File: src/rtl/imem_loader_pkg.sv
// Shared definitions for the instruction-memory loader: FSM encoding and word geometry.
package imem_loader_pkg;

  typedef enum logic [1:0] {
    IDLE   = 2'd0,
    ACCEPT = 2'd1,
    WRITE  = 2'd2,
    DONE   = 2'd3
  } state_t;

  localparam int BYTES_PER_WORD    = 4;
  localparam int DEFAULT_MEM_BYTES = 1024;

endpackage

File: src/rtl/imem_loader_if.sv
// Word stream into the loader plus the byte-wide memory write port it drives.
interface imem_loader_if;

  logic        word_valid;
  logic [31:0] word_data;
  logic        word_last;
  logic        word_ready;
  logic        mem_we;
  logic [63:0] mem_addr;
  logic [7:0]  mem_wdata;

  modport master (
    output word_valid, word_data, word_last,
    input  word_ready, mem_we, mem_addr, mem_wdata
  );

  modport slave (
    input  word_valid, word_data, word_last,
    output word_ready, mem_we, mem_addr, mem_wdata
  );

endinterface

File: src/rtl/imem_byte_lane_sel.sv
// Combinational little-endian byte select: lane 0 is word[7:0].
module imem_byte_lane_sel
  import imem_loader_pkg::*;
(
  input  logic [31:0] word,
  input  logic [1:0]  idx,
  output logic [7:0]  lane
);

  logic [7:0] lanes [BYTES_PER_WORD];

  for (genvar gi = 0; gi < BYTES_PER_WORD; gi++) begin : g_lane
    assign lanes[gi] = word[8*gi +: 8];
  end

  assign lane = lanes[idx];

endmodule

File: src/rtl/imem_loader.sv
// Streams 32-bit words into byte-wide instruction memory, little-endian, one byte per cycle.
// Define IMEM_LOADER_CHECKSUM_EN to build the per-session word checksum.
module imem_loader
  import imem_loader_pkg::*;
#(
  parameter int MEM_BYTES = DEFAULT_MEM_BYTES,
  parameter int CNT_W     = 16
) (
  input  logic             clk,
  input  logic             rst_n,
  input  logic             start,
  input  logic [63:0]      base_addr,
  imem_loader_if.slave     ld,
  output logic             busy,
  output logic             done,
  output logic             err,
  output logic [CNT_W-1:0] words_written,
  output logic [31:0]      checksum
);

  state_t           state_reg, state_next;
  logic [63:0]      cur_addr_reg;
  logic [31:0]      word_reg;
  logic             last_reg;
  logic [1:0]       byte_idx_reg;
  logic [CNT_W-1:0] words_written_reg;
  logic             err_reg;
  logic             armed_reg;
  logic             mem_we_reg;
  logic [63:0]      mem_addr_reg;
  logic [7:0]       mem_wdata_reg;

  logic        handshake;
  logic        range_bad;
  logic        start_ok;
  logic        word_done;
  logic [64:0] end_addr;
  logic [31:0] sel_word;
  logic [1:0]  sel_idx;
  logic [7:0]  sel_lane;

  // 65-bit sum so an address near 2^64 fails the range check instead of wrapping
  assign end_addr  = {1'b0, cur_addr_reg} + 65'd3;
  assign range_bad = end_addr > 65'(MEM_BYTES - 1);
  // armed_reg blocks a start sampled on the first edge after reset release
  assign start_ok  = start && armed_reg && (state_reg == IDLE);
  assign handshake = (state_reg == ACCEPT) && ld.word_valid;
  assign word_done = (state_reg == WRITE) && (byte_idx_reg == 2'd3);

  // Byte 0 is issued straight from the handshake; later bytes come from the latched word
  assign sel_word = (state_reg == ACCEPT) ? ld.word_data : word_reg;
  assign sel_idx  = (state_reg == ACCEPT) ? 2'd0 : byte_idx_reg + 2'd1;

  imem_byte_lane_sel u_lane_sel (
    .word (sel_word),
    .idx  (sel_idx),
    .lane (sel_lane)
  );

  always_ff @(posedge clk or negedge rst_n) begin
    if (!rst_n) state_reg <= IDLE;
    else        state_reg <= state_next;
  end

  always_comb begin
    state_next = state_reg;
    case (state_reg)
      IDLE:   if (start_ok) state_next = ACCEPT;
      ACCEPT: if (handshake) state_next = range_bad ? DONE : WRITE;
      WRITE:  if (word_done) state_next = last_reg ? DONE : ACCEPT;
      DONE:   state_next = IDLE;
      default: state_next = IDLE;
    endcase
  end

  always_comb begin
    busy          = (state_reg != IDLE);
    done          = (state_reg == DONE);
    ld.word_ready = (state_reg == ACCEPT);
  end

  always_ff @(posedge clk or negedge rst_n) begin
    if (!rst_n) begin
      cur_addr_reg      <= '0;
      word_reg          <= '0;
      last_reg          <= 1'b0;
      byte_idx_reg      <= '0;
      words_written_reg <= '0;
      err_reg           <= 1'b0;
      armed_reg         <= 1'b0;
      mem_we_reg        <= 1'b0;
      mem_addr_reg      <= '0;
      mem_wdata_reg     <= '0;
    end else begin
      armed_reg  <= 1'b1;
      mem_we_reg <= 1'b0;
      if (start_ok) begin
        cur_addr_reg      <= base_addr;
        words_written_reg <= '0;
        err_reg           <= 1'b0;
      end
      if (handshake) begin
        if (range_bad) begin
          err_reg <= 1'b1;
        end else begin
          word_reg      <= ld.word_data;
          last_reg      <= ld.word_last;
          byte_idx_reg  <= 2'd0;
          mem_we_reg    <= 1'b1;
          mem_addr_reg  <= cur_addr_reg + 64'(sel_idx);
          mem_wdata_reg <= sel_lane;
        end
      end
      if (state_reg == WRITE) begin
        byte_idx_reg <= byte_idx_reg + 2'd1;
        if (word_done) begin
          cur_addr_reg      <= cur_addr_reg + 64'(BYTES_PER_WORD);
          words_written_reg <= words_written_reg + 1'b1;
        end else begin
          mem_we_reg    <= 1'b1;
          mem_addr_reg  <= cur_addr_reg + 64'(sel_idx);
          mem_wdata_reg <= sel_lane;
        end
      end
    end
  end

`ifdef IMEM_LOADER_CHECKSUM_EN
  logic [31:0] checksum_reg;

  always_ff @(posedge clk or negedge rst_n) begin
    if (!rst_n)         checksum_reg <= '0;
    else if (start_ok)  checksum_reg <= '0;
    else if (word_done) checksum_reg <= checksum_reg + word_reg;
  end

  assign checksum = checksum_reg;
`else
  assign checksum = '0;
`endif

  assign err           = err_reg;
  assign words_written = words_written_reg;
  assign ld.mem_we     = mem_we_reg;
  assign ld.mem_addr   = mem_addr_reg;
  assign ld.mem_wdata  = mem_wdata_reg;

endmodule

File: src/flat_wrapper.sv
// flat-port wrapper written by rule: the top's interface ports become plain ports
module imem_loader_flat import imem_loader_pkg::*;
#(
  parameter int MEM_BYTES = DEFAULT_MEM_BYTES,
  parameter int CNT_W     = 16
)
  (clk, rst_n, start, base_addr, busy, done, err, words_written, checksum, ld_word_valid, ld_word_data, ld_word_last, ld_word_ready, ld_mem_we, ld_mem_addr, ld_mem_wdata);
  imem_loader_if ld_i ();
  input  logic clk;
  input  logic rst_n;
  input  logic start;
  input  logic [63:0] base_addr;
  output logic busy;
  output logic done;
  output logic err;
  output logic [CNT_W-1:0] words_written;
  output logic [31:0] checksum;
  input wire logic [$bits(ld_i.word_valid)-1:0] ld_word_valid;
  input wire logic [$bits(ld_i.word_data)-1:0] ld_word_data;
  input wire logic [$bits(ld_i.word_last)-1:0] ld_word_last;
  output wire logic [$bits(ld_i.word_ready)-1:0] ld_word_ready;
  output wire logic [$bits(ld_i.mem_we)-1:0] ld_mem_we;
  output wire logic [$bits(ld_i.mem_addr)-1:0] ld_mem_addr;
  output wire logic [$bits(ld_i.mem_wdata)-1:0] ld_mem_wdata;
  assign ld_i.word_valid = ld_word_valid;
  assign ld_i.word_data = ld_word_data;
  assign ld_i.word_last = ld_word_last;
  assign ld_word_ready = ld_i.word_ready;
  assign ld_mem_we = ld_i.mem_we;
  assign ld_mem_addr = ld_i.mem_addr;
  assign ld_mem_wdata = ld_i.mem_wdata;
  imem_loader #(.MEM_BYTES(MEM_BYTES), .CNT_W(CNT_W)) u_core (.clk(clk), .rst_n(rst_n), .start(start), .base_addr(base_addr), .ld(ld_i), .busy(busy), .done(done), .err(err), .words_written(words_written), .checksum(checksum));
endmodule
File: config.mk
export PLATFORM = sky130hd
export DESIGN_NAME = imem_loader_flat
export DESIGN_NICKNAME = d
export VERILOG_FILES = /design/src/rtl/imem_loader_pkg.sv /design/src/rtl/imem_loader_if.sv /design/src/rtl/imem_byte_lane_sel.sv /design/src/rtl/imem_loader.sv /design/src/flat_wrapper.sv
export SDC_FILE = /design/constraint.sdc
export NUM_CORES = 1
export LEC_CHECK = 0
export ABC_AREA = 1
export CELL_PAD_IN_SITES_DETAIL_PLACEMENT = 0
export CELL_PAD_IN_SITES_GLOBAL_PLACEMENT = 1
export CORE_MARGIN = 8
export CORE_UTILIZATION = 41
export CTS_CLUSTER_DIAMETER = 60
export DETAILED_ROUTE_END_ITERATION = 12
export PLACE_DENSITY = 0.88
export SYNTH_ARGS = -nofsm -noshare
export SYNTH_HDL_FRONTEND = slang
export SYNTH_SLANG_ARGS = --single-unit
File: constraint.sdc
create_clock -name clk -period 8.9 [get_ports clk]
set_input_delay 0.89 -clock clk [delete_from_list [all_inputs] [get_ports clk]]
set_output_delay 0.89 -clock clk [all_outputs]
set_load 0.02 [all_outputs]
# ---- After elaboration in Yosys (flattened, before gate mapping)
# Cells that the tools add are included.
dict set report totals {
  reg_bits 192
  out_inout_bits 125
  in_bits 101
}
dict set report classes {
  add_sub_neg 5
  bitwise 2
  n_eq_ne 8
  n_mux 35
  order_cmp 2
  n_reduce_logical 10
}
# op n
set op_table {}
lappend op_table {{two-way mux 64 bit} 7}
lappend op_table {{adder 64 x 2 -> 65 bit (second input constant)} 1}
lappend op_table {{greater-than comparator 65 x 10 -> 1 bit (second input constant)} 1}
lappend op_table {{adder 64 x 2 -> 64 bit} 1}
lappend op_table {{adder 64 x 3 -> 64 bit (second input constant)} 1}
lappend op_table {{two-way mux 16 bit} 3}
lappend op_table {{two-way mux 8 bit} 6}
lappend op_table {{two-way mux 32 bit} 1}
lappend op_table {{adder 16 x 1 -> 16 bit (second input constant)} 1}
lappend op_table {{binary-select mux 8 bit (select 2 bit)} 1}
lappend op_table {{two-way mux 2 bit} 8}
lappend op_table {{two-way mux 1 bit} 8}
lappend op_table {{one-hot mux 2 bit (4 select lines)} 1}
lappend op_table {{== test 2 bit (second input constant)} 3}
lappend op_table {{!= test 2 x 1 -> 1 bit (second input constant)} 3}
lappend op_table {{logical AND 1 bit} 4}
lappend op_table {{AND reduction 2 bit} 2}
lappend op_table {{nonzero test 2 bit} 2}
lappend op_table {{greater-or-equal comparator 3 bit (second input constant)} 1}
lappend op_table {{inverter 2 -> 3 bit} 1}
lappend op_table {{AND reduction 3 bit} 1}
lappend op_table {{adder 2 x 1 -> 2 bit (second input constant)} 1}
lappend op_table {{== test 2 x 1 -> 1 bit (second input constant)} 1}
lappend op_table {{zero test 2 bit} 1}
lappend op_table {{2 further kinds} 2}

# ---- Logic depth before layout (Yosys ltp)
# Gate-level depths: netlist (run 1).
dict set report logic_depth {
  word_depth 10
  ltp_mapped 23
  mapped_depth_nobuf 21
}

# ---- Hierarchy
# Synthesis (run 1) repeated with hierarchy kept, for this count alone.
dict set report hier_totals {
  hier_cells 2105
  hier_area_um2 13649.3
}
# module area_each_um2 instances cells_per_inst
set modules_own_cells {}
lappend modules_own_cells {imem_loader 13254.0 1 2011}
lappend modules_own_cells {imem_byte_lane_sel 395.4 1 94}

# ---- Least setup slack after synthesis (run 1)
# OpenSTA, ideal clock, no wires.
dict set report synth_timing {
  kind {register to register}
  startpoint {register u_core.state_reg[0]}
  endpoint {register u_core.mem_addr_reg[46] (netlist: u_core.ld.mem_addr[46])}
  setup_time_ns 0.117
  synth_period_minus_slack_ns 2.866
  path_buffers 3
  path_stages_with_launch 14
  t_arrival_ns 2.749
  setup_slack_ns 6.034
  cell_sequence {dfrtp_1 -> inv_1 -> nor2_1 -> clkbuf_1 -> nor2_1 -> clkbuf_1 -> inv_1 -> fa_1 -> buf_1 -> nor3_1 -> nand3_1 -> xor2_1 -> nand2_1 -> nand2_1}
}
dict set report synth_via {
  elab_chain_len 7
  word_cells_on_any_way 10
  cone_classes {add/sub (1); eq/ne (2); mux (5); reduce/logical (2)}
}
# item line_no
set synth_lines {}
lappend synth_lines {{start: declaration} imem_loader.sv:21} ;# state_t state_reg, state_next;
lappend synth_lines {{start signal: assignment} imem_loader.sv:62} ;# else state_reg <= state_next;
lappend synth_lines {{== test 2 x 1 -> 1 bit} {imem_loader.sv:47, imem_loader.sv:52}}
lappend synth_lines {{two-way mux 2 bit} imem_loader.sv:52} ;# assign sel_idx = (state_reg == ACCEPT) ? 2'd0 : byte_idx_reg + 2'd1;
lappend synth_lines {{adder 64 x 2 -> 64 bit} {imem_loader.sv:110, imem_loader.sv:121}}
lappend synth_lines {{two-way mux 64 bit} imem_loader.sv:103} ;# if (range_bad) begin
lappend synth_lines {{two-way mux 64 bit} imem_loader.sv:102} ;# if (handshake) begin
lappend synth_lines {{two-way mux 64 bit} imem_loader.sv:116} ;# if (word_done) begin
lappend synth_lines {{two-way mux 64 bit (*)} imem_loader.sv:114} ;# if (state_reg == WRITE) begin
lappend synth_lines {{end signal: assignment} imem_loader.sv:110} ;# mem_addr_reg <= cur_addr_reg + 64'(sel_idx);
lappend synth_lines {{end signal: assignment} imem_loader.sv:121} ;# mem_addr_reg <= cur_addr_reg + 64'(sel_idx);
lappend synth_lines {{end: declaration} imem_loader.sv:30} ;# logic [63:0] mem_addr_reg;
# Mark *: on every way between the ends. The rest lies on a longest branch, timed or not.
# A chain may end at the register's enable or synchronous reset.

# ---- Final worst setup path (run 1)
dict set report layout_timing {
  startpoint {register u_core.cur_addr_reg[2]}
  endpoint {register u_core.mem_addr_reg[5] (netlist: u_core.ld.mem_addr[5])}
}
dict set report layout_via {
  elab_chain_len 6
  word_cells_on_any_way 7
  cone_classes {add/sub (2); order compare (1); mux (4)}
}
# item line_no
set layout_lines {}
lappend layout_lines {{start: declaration} imem_loader.sv:22} ;# logic [63:0] cur_addr_reg;
lappend layout_lines {{start signal: assignment} imem_loader.sv:98} ;# cur_addr_reg <= base_addr;
lappend layout_lines {{start signal: assignment} imem_loader.sv:117} ;# cur_addr_reg <= cur_addr_reg + 64'(BYTES_PER_WORD);
lappend layout_lines {{adder 64 x 2 -> 65 bit} imem_loader.sv:43} ;# assign end_addr = {1'b0, cur_addr_reg} + 65'd3;
lappend layout_lines {{greater-than comparator 65 x 10 -> 1 bit} imem_loader.sv:44} ;# assign range_bad = end_addr > 65'(MEM_BYTES - 1);
lappend layout_lines {{two-way mux 64 bit} imem_loader.sv:103}
lappend layout_lines {{two-way mux 64 bit} imem_loader.sv:102}
lappend layout_lines {{two-way mux 64 bit} imem_loader.sv:116}
lappend layout_lines {{two-way mux 64 bit (*)} imem_loader.sv:114}
# Marked as above.

==> impl_metrics.env, run 1 <==
export IMPL_place_inst=2537
export IMPL_ys_seq_area_frac=0.3628
export IMPL_seqCellArea_sq_um=4805
export IMPL_gp_congestion=0.9965
export IMPL_path_common_cell="nand2_1"
export IMPL_finalSetupViolations=0
export IMPL_dr_pass1_iters=5
export IMPL_cellPowerDensity_nw_per_um2=316.3
export IMPL_r2r_cells=19
export IMPL_antenna_found_initial=0
export IMPL_cts_buffer_depth=2
export IMPL_p_comb_frac=0.508
export IMPL_power_internal_uw=2498
export IMPL_tightest_slew_ns=1.109
export IMPL_power_uw=5018
export IMPL_async_flop_share=1.000
export IMPL_die_y_um=195.7
export IMPL_clockPowerShare=0.158
export IMPL_ant_nets=0
export IMPL_via_per_inst=5.325
export IMPL_drt_initial_drc_count=1183
export IMPL_ctsHoldBuffers=0
export IMPL_path_cells="ha_1 > inv_1 > nor2_4 > nand2_1 > nor2_1 > nand2_1 > nand2_1 > nand2_1 > nand2_1 > nor2_1 > nand2_1 > nor2_1 > nand2_1 > nor2_1 > nand4_1 > buf_4 > nand2_4 > o21ai_1 > nand2_1"
export IMPL_synth_edf_count=0
export IMPL_final_area_sq_um=15870
export IMPL_ys_flop_type="dfrtp_1"
export IMPL_crit_path_end_kind="register"
export IMPL_synthCells=2005
export IMPL_dr_total_vias=13679
export IMPL_p_sw_uw=2519
export IMPL_synth_fa_ha_area_frac=0.008126
export IMPL_synth_area_sq_um=13240
export IMPL_irDropWorstVdd_v=0.0001545
export IMPL_rr_startpoint="u_core.cur_addr_reg[2]"
export IMPL_chipWidth_um=195.7
export IMPL_clkLatencyLatePin_ns=0.46
export IMPL_yosys_area_share_simple=0.3557
export IMPL_fin_worst_skew_ns=0.01641
export IMPL_drt_total_wl_um=54800
export IMPL_start_kind="register"
export IMPL_drt_wirelength_per_cell_um=21.33
export IMPL_clkSinkCount=192
export IMPL_cts_tree="built"
export IMPL_io_buffer_count=193
export IMPL_core_area_sq_um=32210
export IMPL_initial_core_util=0.4111
export IMPL_drv_cap=0
export IMPL_avgSynthCellArea_sq_um=6.604
export IMPL_place_area_sq_um=15290
export IMPL_final_nets=2257
export IMPL_slowest_delay_ns=0.81
export IMPL_diodes=0
export IMPL_synth_compound_area_share=0.1114
export IMPL_ys_types=51
export IMPL_slew_headroom=0.2605
export IMPL_hold_viol=0
export IMPL_rsz0062_at_grt="false"
export IMPL_grt_first_pass_wirelength_um=83530
export IMPL_status="finished clean"
export IMPL_hold_class="input pin to async pin"
export IMPL_worstPathArrival_ns=5.13
export IMPL_finalCritPeriodShare=0.5386
export IMPL_grt_start_max_net_pins=101
export IMPL_fin_cells=2569
export IMPL_synth_top_family_by_area="simple AND/OR/NAND/NOR gates"
export IMPL_slew_violations=0
export IMPL_worstSetupPathType="register to register"
export IMPL_power_frac_seq=0.334
export IMPL_synthXorXnorAreaFrac=0.05424
export IMPL_ioPinCount=226
export IMPL_cts_root_buf="clkbuf_16"
export IMPL_cp_required_ns=9.24
export IMPL_synthToLayoutAreaGrowth_pct=19.82
export IMPL_layout_drive_gt1_share=0.03841
export IMPL_critPathSlowestCell="buf_4"
export IMPL_grt_pass1_vias=13212
export IMPL_holdWs_ns=0.4000
export IMPL_path_max_fanout=100
export IMPL_period_minus_slack_ns=4.794
export IMPL_multiInputGateArea_sq_um=7164
export IMPL_swShare=0.5021
export IMPL_dp_final_hpwl_um=43080
export IMPL_ctsResizeCount=0
export IMPL_regToRegEndpoint="u_core.ld.mem_addr[5]"
export IMPL_fillers=3343
export IMPL_grt_overflow=0
export IMPL_rrSetupSlack_ns=4.11
export IMPL_yosys_warnings=0
export IMPL_post_cts_setup_buffers=0
export IMPL_numCtsBuffers=17
export IMPL_grt_total_usage=0.2850
export IMPL_die_area_sq_um=38300
export IMPL_clk_pin_slew_ns=0.08
export IMPL_htree_levels=4
export IMPL_fmax_mhz=208.6
export IMPL_synthMuxAreaShare=0.0007559
export IMPL_power_leakage_uw=0.007291
export IMPL_tns_ns=0
export IMPL_synth_seq_cells=192
export IMPL_rows=66
export IMPL_drc_errors=0
-- stage by stage --
step | setup slack, ns | utilization
after floorplan | 6.034 | -
after global placement | 4.236 | 0.4747
after detailed placement | 4.204 | 0.4747
after CTS | 4.165 | 0.4927
after global routing | 3.769 | 0.4927
final | 4.106 | 0.4927
-- cells by family (layout without fill, tap and decap cells) --
kind of cell / count (synthesis) / after routing
adder cells (fa/ha/maj): 8 / 8
AO/OA/AOI/OAI: 267 / 267
multiplexers: 1 / 1
AND/OR/NAND/NOR: 1133 / 1133
XOR/XNOR: 82 / 82
buffers and inverters: 320 / 445
other: 2 / 33
flip-flops: 192 / 192
-- cell type report --
type | instances | share of cell area
Inverter | 207 | 0.04897
Sequential cell | 192 | 0.3028
Timing Repair Buffer | 206 | 0.1281
Clock inverter | 11 | 0.007334
Clock buffer | 21 | 0.02902
Multi-Input combinational cell | 1524 | 0.4515
Tap cell | 408 | 0.03217
-- routing by layer --
layer / vias up / GRT usage / share of wire / routed length, um
met5: - / 0 / 0 / 0
met4: 0 / 0.07889 / 0.023 / 1269
met3: 58 / 0.05158 / 0.058 / 3195
met2: 447 / 0.4656 / 0.47 / 25620
met1: 6557 / 0.3828 / 0.45 / 24710
li1: 6617 / - / - / -
-- layout by cell type, fill, tap and decap left out, types with 5 or more instances in the layout --
cell             instances
ha_1                     7
nand2_2                  7
nor2_1                 245
clkbuf_16               17
conb_1                  33
nor2_2                  17
inv_1                  202
a31oi_1                 10
nor3_1                  29
a21oi_1                 68
o22ai_1                  8
buf_4                   13
inv_6                    5
nand3_1                155
a221oi_1                 8
nand2_1                629
a22oi_1                  8
nor2_4                   9
o21ai_0                125
clkdlybuf4s50_1        192
nor4_1                   6
o21ai_1                 19
xor2_1                  80
nand4_1                 27
dfrtp_1                192
-- worst max-delay path by stage --
stage	from	to
2_1_floorplan	u_core.state_reg[0]	u_core.ld.mem_addr[46]
3_3_place_gp	u_core.cur_addr_reg[2]	u_core.ld.mem_addr[5]
3_5_place_dp	u_core.cur_addr_reg[2]	u_core.ld.mem_addr[5]
4_1_cts	u_core.cur_addr_reg[2]	u_core.ld.mem_addr[5]
5_1_grt	u_core.cur_addr_reg[2]	u_core.ld.mem_addr[28]
6_report	u_core.cur_addr_reg[2]	u_core.ld.mem_addr[5]
-- cell usage after synthesis (5+ instances only) --
library cell,n,area share
o21ai_1,19,0.0072
xor2_1,80,0.053
nand2_2,7,0.0033
buf_6,5,0.0043
nand3_1,156,0.059
o21ai_0,125,0.047
a221oi_1,8,0.0053
buf_1,7,0.0020
buf_4,41,0.023
nor2_1,247,0.070
a31oi_1,10,0.0047
nor2_4,7,0.0060
nor2_2,17,0.0080
a22oi_1,8,0.0045
clkbuf_1,47,0.013
ha_1,7,0.0066
nor3_1,29,0.011
dfrtp_1,192,0.36
a21oi_1,68,0.026
inv_1,203,0.058
o22ai_1,8,0.0038
nand4_1,27,0.013
nand2_1,629,0.18
buf_2,12,0.0045
nor4_1,6,0.0028
-- critical path, delay by kind of cell, from the launching register on --
| family | cells | cell delay (ns) |
|---|---|---|
| AND/OR/NAND/NOR | 15 | 2.43 |
| flip-flops | 1 | 0.61 |
| adder cells (fa/ha/maj) | 1 | 0.30 |
| AO/OA/AOI/OAI | 1 | 0.27 |
| buffers and inverters | 2 | 0.97 |
-- power groups by stage --
stage	logic [uW]	clock network, uW	registers (uW)
CTS	2550	805	1660
detailed placement	2540	0	1680
global route	2800	838	1710
floorplan	1460	0	1620
finish	2550	792	1680
global placement	2520	0	1670
Power figures use the tool's default switching activity.
==> inputs of run 2 (changes only) <==
CORE_UTILIZATION = 38   (was 41)
PLACE_DENSITY = 0.82   (was 0.88)
clock period = 4.9 ns   (was 8.9 ns; I/O delays follow)
==> impl_metrics.env, run 2 (synthesis gave the netlist of run 1 again) <==
export IMPL_status="finished clean"
export IMPL_post_cts_setup_buffers=0
export IMPL_grt_pass1_vias=13489
export IMPL_tightest_slew_ns=1.200
export IMPL_antenna_found_initial=0
export IMPL_grt_first_pass_wirelength_um=84570
export IMPL_rows=68
export IMPL_multiInputGateArea_sq_um=7164
export IMPL_cts_tree="built"
export IMPL_finalCritPeriodShare=0.8927
export IMPL_rsz0062_at_grt="false"
export IMPL_clockPowerShare=0.166
export IMPL_htree_levels=4
export IMPL_cts_buffer_depth=2
export IMPL_ctsHoldBuffers=0
export IMPL_numCtsBuffers=17
export IMPL_cp_required_ns=5.26
export IMPL_slowest_delay_ns=0.48
export IMPL_rrSetupSlack_ns=0.53
export IMPL_cellPowerDensity_nw_per_um2=577.9
export IMPL_grt_total_usage=0.2699
export IMPL_io_buffer_count=193
export IMPL_slew_violations=0
export IMPL_irDropWorstVdd_v=0.0002827
export IMPL_path_common_cell="nand2_1"
export IMPL_finalSetupViolations=0
export IMPL_dr_pass1_iters=5
export IMPL_path_cells="inv_1 > ha_1 > inv_1 > nand2_1 > nor2_1 > nand2_1 > xor2_1 > nand2_1 > nor2_1 > nand2_1 > a21oi_1 > nor2_1 > nand4_1 > buf_4 > nand2_4 > buf_12 > nand2_1 > nand2_1"
export IMPL_fin_cells=2626
export IMPL_hold_class="input pin to async pin"
export IMPL_drc_errors=0
export IMPL_holdWs_ns=0.1117
export IMPL_drv_cap=0
export IMPL_clkLatencyLatePin_ns=0.47
export IMPL_hold_viol=0
export IMPL_p_sw_uw=4610
export IMPL_fmax_mhz=228.6
export IMPL_final_util=0.4665
export IMPL_swShare=0.4962
export IMPL_ioPinCount=226
export IMPL_clkSinkCount=192
export IMPL_cp_num_buf_inv=4
export IMPL_drt_initial_drc_count=1183
export IMPL_pre_cts_ws_ns=0.6501
export IMPL_die_y_um=202.7
export IMPL_worstPathArrival_ns=4.73
export IMPL_seqCellArea_sq_um=4805
export IMPL_dr_total_vias=13670
export IMPL_core_area_sq_um=34460
export IMPL_crit_family="simple AND/OR/NAND/NOR gates"
export IMPL_initial_core_util=0.3843
export IMPL_cts_root_buf="clkbuf_16"
export IMPL_dp_final_hpwl_um=44030
export IMPL_ctsResizeCount=0
export IMPL_power_frac_seq=0.326
export IMPL_drt_wirelength_per_cell_um=21.16
export IMPL_fillers=3601
export IMPL_slew_headroom=0.1925
export IMPL_diodes=0
export IMPL_path_max_fanout=50
export IMPL_chipWidth_um=202.7
export IMPL_critPathSlowestCell="dfrtp_1"
export IMPL_power_internal_uw=4680
export IMPL_worstSetupPathType="register to register"
export IMPL_gp_congestion=0.9807
export IMPL_final_cell_mix="629 x nand2_1, 245 x nor2_1, 202 x inv_1, 192 x clkdlybuf4s50_1, 192 x dfrtp_1"
export IMPL_start_kind="register"
export IMPL_layout_drive_gt1_share=0.04284
export IMPL_die_area_sq_um=41080
export IMPL_period_minus_slack_ns=4.374
export IMPL_via_per_inst=5.206
export IMPL_mostFrequentLayoutCell="nand2_1"
export IMPL_power_leakage_uw=0.007371
export IMPL_ant_nets=0
export IMPL_worst_slack_ns=0.5258
export IMPL_place_inst=2594
export IMPL_grt_start_max_net_pins=102
export IMPL_crit_path_end_kind="register"
export IMPL_synthToLayoutAreaGrowth_pct=21.40
export IMPL_drt_total_wl_um=55560
export IMPL_fin_worst_skew_ns=0.01352
export IMPL_tns_ns=0
export IMPL_p_comb_frac=0.508
export IMPL_final_nets=2267
export IMPL_grt_overflow=0
export IMPL_clk_pin_slew_ns=0.08
[run 2: power by group through the flow]
| stage | Sequential (uW) | Combinational [uW] | Clock [uW] |
|---|---|---|---|
| floorplan | 2940 | 2650 | 0 |
| global placement | 3030 | 4670 | 0 |
| detailed placement | 3030 | 4690 | 0 |
| CTS | 3010 | 4710 | 1570 |
| global route | 3110 | 5180 | 1630 |
| finish | 3030 | 4720 | 1540 |
[run 2: through the flow]
stage / total power (uW) / instance area, sq um
2_1_floorplan: 5597 / 13360
3_3_place_gp: 7698 / 15450
3_5_place_dp: 7718 / 15450
4_1_cts: 9288 / 16080
5_1_grt: 9924 / 16080
6_report: 9290 / 16080
[run 2: path summary, 6_finish.rpt]
kind	cells after the start	start	end
min reg2reg	2	u_core.word_reg[19]	u_core.word_reg[19]
max	18	u_core.cur_addr_reg[1]	u_core.ld.mem_addr[56]
max reg2reg	18	u_core.cur_addr_reg[1]	u_core.ld.mem_addr[56]
min	1	rst_n	u_core.ld.mem_addr[5]
min in group clk	2	u_core.word_reg[19]	u_core.word_reg[19]
max in group asynchronous	2	rst_n	u_core.cur_addr_reg[41]
[run 2: per-layer routing]
| layer | share of wire | routed length (um) | GRT usage |
|---|---|---|---|
| met4 | 0.032 | 1793 | 0.09428 |
| met1 | 0.44 | 24510 | 0.3635 |
| met5 | 0 | 0 | 0 |
| met2 | 0.45 | 25030 | 0.4225 |
| met3 | 0.076 | 4223 | 0.05881 |
[run 2: cell type report]
class | count | share of cell area
clock buffers | 21 | 0.02864
clock inverters | 11 | 0.01035
inverters | 207 | 0.04833
multi-input cells | 1524 | 0.4457
flip-flops and latches | 192 | 0.2989
well taps | 455 | 0.03541
repair buffers | 216 | 0.1327
==> inputs of run 3 (changes only) <==
CAP_MARGIN = 20   (was not set)
==> impl_metrics.env, run 3 (synthesis gave the netlist of run 1 again) <==
export IMPL_hold_viol=0
export IMPL_rsz0062_at_grt="false"
export IMPL_final_nets=2268
export IMPL_worstPathArrival_ns=4.68
export IMPL_slew_violations=0
export IMPL_fin_worst_skew_ns=0.01687
export IMPL_grt_pass1_vias=13486
export IMPL_cellPowerDensity_nw_per_um2=572.6
export IMPL_cts_root_buf="clkbuf_16"
export IMPL_rows=68
export IMPL_hold_class="input pin to async pin"
export IMPL_crit_family="simple AND/OR/NAND/NOR gates"
export IMPL_cp_required_ns=5.25
export IMPL_slowest_delay_ns=0.48
export IMPL_drt_total_wl_um=55630
export IMPL_tns_ns=0
export IMPL_finalSetupViolations=0
export IMPL_path_cells="inv_1 > ha_1 > inv_1 > nand2_1 > nor2_1 > nand2_1 > xor2_1 > nand2_1 > nor2_1 > nand2_1 > a21oi_1 > nor2_1 > nand4_1 > buf_4 > nand2_4 > buf_12 > nand2_1 > nand2_1"
export IMPL_critPathSlowestCell="dfrtp_1"
export IMPL_grt_start_max_net_pins=102
export IMPL_die_area_sq_um=41080
export IMPL_grt_total_usage=0.2688
export IMPL_crit_path_end_kind="register"
export IMPL_place_area_sq_um=15450
export IMPL_cp_num_buf_inv=4
export IMPL_irDropWorstVdd_v=0.0002770
export IMPL_chipWidth_um=202.7
export IMPL_path_max_fanout=50
export IMPL_drv_cap=0
export IMPL_final_cell_mix="629 x nand2_1, 245 x nor2_1, 202 x inv_1, 192 x clkdlybuf4s50_1, 192 x dfrtp_1"
export IMPL_initial_core_util=0.3843
export IMPL_post_cts_setup_buffers=0
export IMPL_ioPinCount=226
export IMPL_dr_total_vias=13649
export IMPL_tightest_slew_ns=0.8801
export IMPL_slew_headroom=0.4115
export IMPL_mostFrequentLayoutCell="nand2_1"
export IMPL_final_area_sq_um=16040
export IMPL_drt_wirelength_per_cell_um=21.18
export IMPL_grt_overflow=0
export IMPL_clkLatencyLatePin_ns=0.47
export IMPL_finalCritPeriodShare=0.8829
export IMPL_drc_errors=0
export IMPL_antenna_found_initial=0
export IMPL_dp_final_hpwl_um=44000
export IMPL_fmax_mhz=231.1
export IMPL_layout_drive_gt1_share=0.04420
export IMPL_synthToLayoutAreaGrowth_pct=21.15
export IMPL_path_common_cell="nand2_1"
export IMPL_die_y_um=202.7
export IMPL_clkSinkCount=192
export IMPL_numCtsBuffers=17
export IMPL_core_area_sq_um=34460
export IMPL_drt_initial_drc_count=1104
export IMPL_via_per_inst=5.196
export IMPL_gp_congestion=0.9807
export IMPL_grt_first_pass_wirelength_um=84450
export IMPL_htree_levels=4
export IMPL_status="finished clean"
export IMPL_ant_nets=0
export IMPL_diodes=0
export IMPL_cts_buffer_depth=2
export IMPL_power_leakage_uw=0.007359
export IMPL_period_minus_slack_ns=4.326
export IMPL_clk_pin_slew_ns=0.08
export IMPL_ctsResizeCount=0
export IMPL_dr_pass1_iters=5
export IMPL_cts_tree="built"
export IMPL_start_kind="register"
export IMPL_worstSetupPathType="register to register"
export IMPL_ctsHoldBuffers=0
export IMPL_io_buffer_count=193
## run 3: metrics by stage
step	setup WS [ns]	hold slack (ns)	total power, uW	utilization	instances
after global routing	0.3229	0.1582	9803	0.4655	2627
after global placement	0.6612	0.4615	7698	0.4483	2594
after detailed placement	0.6742	0.4654	7725	0.4485	2595
final	0.5736	0.09587	9186	0.4655	2627
after floorplan	2.034	0.1944	5597	-	2036
after CTS	0.6444	0.1291	9180	0.4655	2627
## run 3: worst paths after layout
check                                        from                     end  slack (ns)  cells past startpoint
max                        u_core.cur_addr_reg[1]  u_core.ld.mem_addr[56]        0.57                     18
max reg2reg                u_core.cur_addr_reg[1]  u_core.ld.mem_addr[56]        0.57                     18
min in group clk               u_core.word_reg[6]      u_core.word_reg[6]        0.49                      2
min                                         rst_n   u_core.ld.mem_addr[6]         0.1                      1
max in group asynchronous                   rst_n  u_core.ld.mem_addr[58]        3.76                      2
min reg2reg                    u_core.word_reg[6]      u_core.word_reg[6]        0.49                      2
## run 3: metal layers
metal / global-route usage / share of wire / vias up
met5: 0 / 0 / -
met2: 0.4201 / 0.45 / 484
met3: 0.05610 / 0.068 / 62
met4: 0.09195 / 0.032 / 0
li1: - / - / 6638
met1: 0.3651 / 0.45 / 6465
## run 3: worst register-to-register path, delay by kind of cell, from the launching register on
kind | cells | cell delay, ns
AO/OA/AOI/OAI | 1 | 0.26
XOR/XNOR | 1 | 0.34
AND/OR/NAND/NOR | 11 | 1.70
flip-flops | 1 | 0.48
adder cells (fa/ha/maj) | 1 | 0.32
buffers and inverters | 4 | 1.11
## run 3: area by class of cell
cell class                      count  area [sq um]
Fill cell                        3645         18420
Multi-Input combinational cell   1524          7164
Sequential cell                   192          4805
Timing Repair Buffer              217          2138
Inverter                          207         777.0
Tap cell                          455         569.3
Clock buffer                       18         439.2
Clock inverter                     14         148.9
## run 3: power by group
part / leakage [uW] / internal (uW) / switching (uW)
Sequential: 0.00235 / 2160 / 877
Clock: 0.000286 / 691 / 742
Combinational: 0.00473 / 1670 / 3040
==> RTL edit 1, RTL diff (settings of run 1) <==
The 4 states of `state_t` get a one-hot encoding in 4 bits.
--- a/src/rtl/imem_loader_pkg.sv
+++ b/src/rtl/imem_loader_pkg.sv
@@ -3,7 +3,7 @@
 
-  typedef enum logic [1:0] {
-    IDLE   = 2'd0,
-    ACCEPT = 2'd1,
-    WRITE  = 2'd2,
-    DONE   = 2'd3
+  typedef enum logic [3:0] {
+    IDLE   = 4'b0001,
+    ACCEPT = 4'b0010,
+    WRITE  = 4'b0100,
+    DONE   = 4'b1000
   } state_t;
Behaviour: no difference found for any inputs over 4 cycles, from zero or initial values and one cycle with rst_n low; so few cycles prove little.
==> RTL edit 1 against run 1 <==
Sequential cell count rose by 2. Synthesized area fell by 1.0%. Routed wire length fell by 4.2%. Sequential share of layout area rose by 0.53 points. Design area fell by 0.69%. Count of clock-buffer cells in the layout fell by 4. Clock skew fell by 0.0024 ns. Final cell count fell by 2.5%. Hold slack improved by 0.019 ns. Fmax fell by 0.82%. Setup slack got worse by 0.040 ns.
Power is not compared: it rests on default switching activity, and its combinational part moved more than twofold at a synthesized area within 25%.
==> RTL edit 1: results <==
group,metric,value,unit
drt,wl_met3,3180,um
worst_setup_path,slowest_stage,"nand2_2",
synth,yosysUniqueCellTypes,42,
synth,synth_commonest_cells,"nand2_1, nor2_1, dfrtp_1",
place,preCtsSetupSlack,3.72,ns
pwr,finalPower,0.00335,W
global_route,gr-usage-met2,44.1,%
global_route,grtUsageMet3,4.92,%
worst_setup_path,r2r_start,"u_core.cur_addr_reg[16]",
place,dpl_cell_area,0.0152,sq mm
worst_setup_path,crit_path_max_fanout,43,
worst_setup_path,crit_arrival,5.23,ns
global_route,antenna_found_initial,1,
worst_setup_path,r2r_cells,17,
drt,wl_per_cell,20.9,um
global_route,gr-usage-met1,37.4,%
global_route,grt_pass1_wl,80400,um
worst_setup_path,critPathBufInv,1,
drt,viasPerCell,5.34,
drt,topRoutingLayerUsed,"met5",
cells_and_area,post-route-util,49.9,%
sta,holdWs,0.419,ns
cells_and_area,drive_above_1_share,4.75,%
place,placedCellCount,2475,
status,status,"finished clean",
synth,synth_cells,1945,
place,hpwl,41000,um
global_route,grt_max_degree,75,
worst_setup_path,r2r_slack,4.07,ns
RTL edit 1: logic make-up (layout without fill, tap and decap cells):
kind of cell	after synthesis	in the layout	share of synthesized area, %
other	2	33	0.0573
DFF	194	194	37.1
AOI/OAI and AO/OA	236	236	10.6
muxes	1	1	0.0764
xor gates and xnor gates	86	86	5.75
buffers and inverters	305	433	10.2
and+or+nand+nor	1113	1113	35.5
adders and majority gates	8	8	0.821
RTL edit 1: layout make-up:
class	count	area (sq um)
Sequential cell	194	4860
Fill cell	3238	15800
Multi-Input combinational cell	1477	7070
Clock buffer	17	425
Clock inverter	14	139
Inverter	196	736
Timing Repair Buffer	206	2030
Tap cell	402	503
RTL edit 1: worst max path at each step:
stage,endpoint,cells past startpoint
global route,u_core.ld.mem_addr[51],17
CTS,u_core.ld.mem_addr[33],13
finish,u_core.ld.mem_addr[51],17
detailed placement,u_core.ld.mem_addr[33],13
floorplan,u_core.ld.mem_addr[41],19
global placement,u_core.ld.mem_addr[41],16
==> RTL edit 2, RTL diff (config.mk and constraints of run 1) <==
Made on the original files. `CNT_W` is set to 16 in 2 places; all go to 14.
--- a/src/rtl/imem_loader.sv
+++ b/src/rtl/imem_loader.sv
@@ -6,3 +6,3 @@
   parameter int MEM_BYTES = DEFAULT_MEM_BYTES,
-  parameter int CNT_W     = 16
+  parameter int CNT_W     = 14
 ) (
--- a/src/flat_wrapper.sv
+++ b/src/flat_wrapper.sv
@@ -4,3 +4,3 @@
   parameter int MEM_BYTES = DEFAULT_MEM_BYTES,
-  parameter int CNT_W     = 16
+  parameter int CNT_W     = 14
 )
Interface: changed (resized words_written); port bits go from 226 to 224. The function was not compared with the original's and may differ.
==> RTL edit 2 against run 1 <==
Power about the same. Sequential cell count down 2. Critical endpoint is now u_core.ld.mem_addr[33]. Clock power up 1%. Design area down 0.92%. Largest power group unchanged. Synthesized area down 1.1%. Routed wire length up 1.8%. Setup slack worse by 0.31 ns. Fmax down 6.2%.
==> RTL edit 2: results <==
group,metric,value,unit
worst_setup_path,slowest_stage,"a21oi_1",
global_route,grtUsageMet3,5.15,%
cells_and_area,buffer_area_share,12.7,%
cells_and_area,buffers,201,
place,gp_congestion,1.02,
cells_and_area,inverters,194,
cells_and_area,nNetsFinal,2238,
global_route,grt_pass1_vias,13374,
pwr,switching_share,51.1,%
clock_network,cts.sinks,190,
synth,netlist_top_cells_area,"dfrtp_1, nand2_1, nor2_1",
worst_setup_path,slowest_delay,0.86,ns
sta,skew,0.0107,ns
cells_and_area,nClkBuffers,18,
drt,vias,13857,
drt,wl_met3,3860,um
status,status,"finished clean",
synth,synth_seq_area_share,36.3,%
place,io_buffers,191,
drt,first_iter_violations,1092,
pwr,powerComb,0.00254,W
global_route,antenna_found_initial,1,
worst_setup_path,crit_path_max_fanout,20,
pwr,vdd_drop_max,0.156,mV
synth,synth_xor_xnor_area_share,5.08,%
## RTL edit 2: cell types whose count changed in the layout (fill, tap and decap cells not counted), sizes merged, moves of 4 or more
cell,run 1,this run
o21ai,144,163
inv,212,197
nand3,156,163
clkinv,3,9
nor2,271,265
xor2,80,75
a22oi,8,4
nor3,29,25
o22ai,8,4
## RTL edit 2: path summary, 6_finish.rpt
check,start,to,slack [ns],depth (start not counted)
setup / recovery,u_core.byte_idx_reg[0],u_core.ld.mem_addr[33],3.79,13
hold / removal,rst_n,u_core.cur_addr_reg[49],0.36,1
min in group clk,u_core.word_reg[4],u_core.word_reg[4],0.49,2
setup reg to reg,u_core.byte_idx_reg[0],u_core.ld.mem_addr[33],3.79,13
hold reg to reg,u_core.word_reg[4],u_core.word_reg[4],0.49,2
max in group asynchronous,rst_n,u_core.word_reg[20],6.34,3
## RTL edit 2: metrics by stage
step                instances  util (%)
global route             2544      50.0
floorplan                2017         -
finish                   2544      50.0
detailed placement       2512      48.0
global placement         2512      48.0
CTS                      2544      49.9
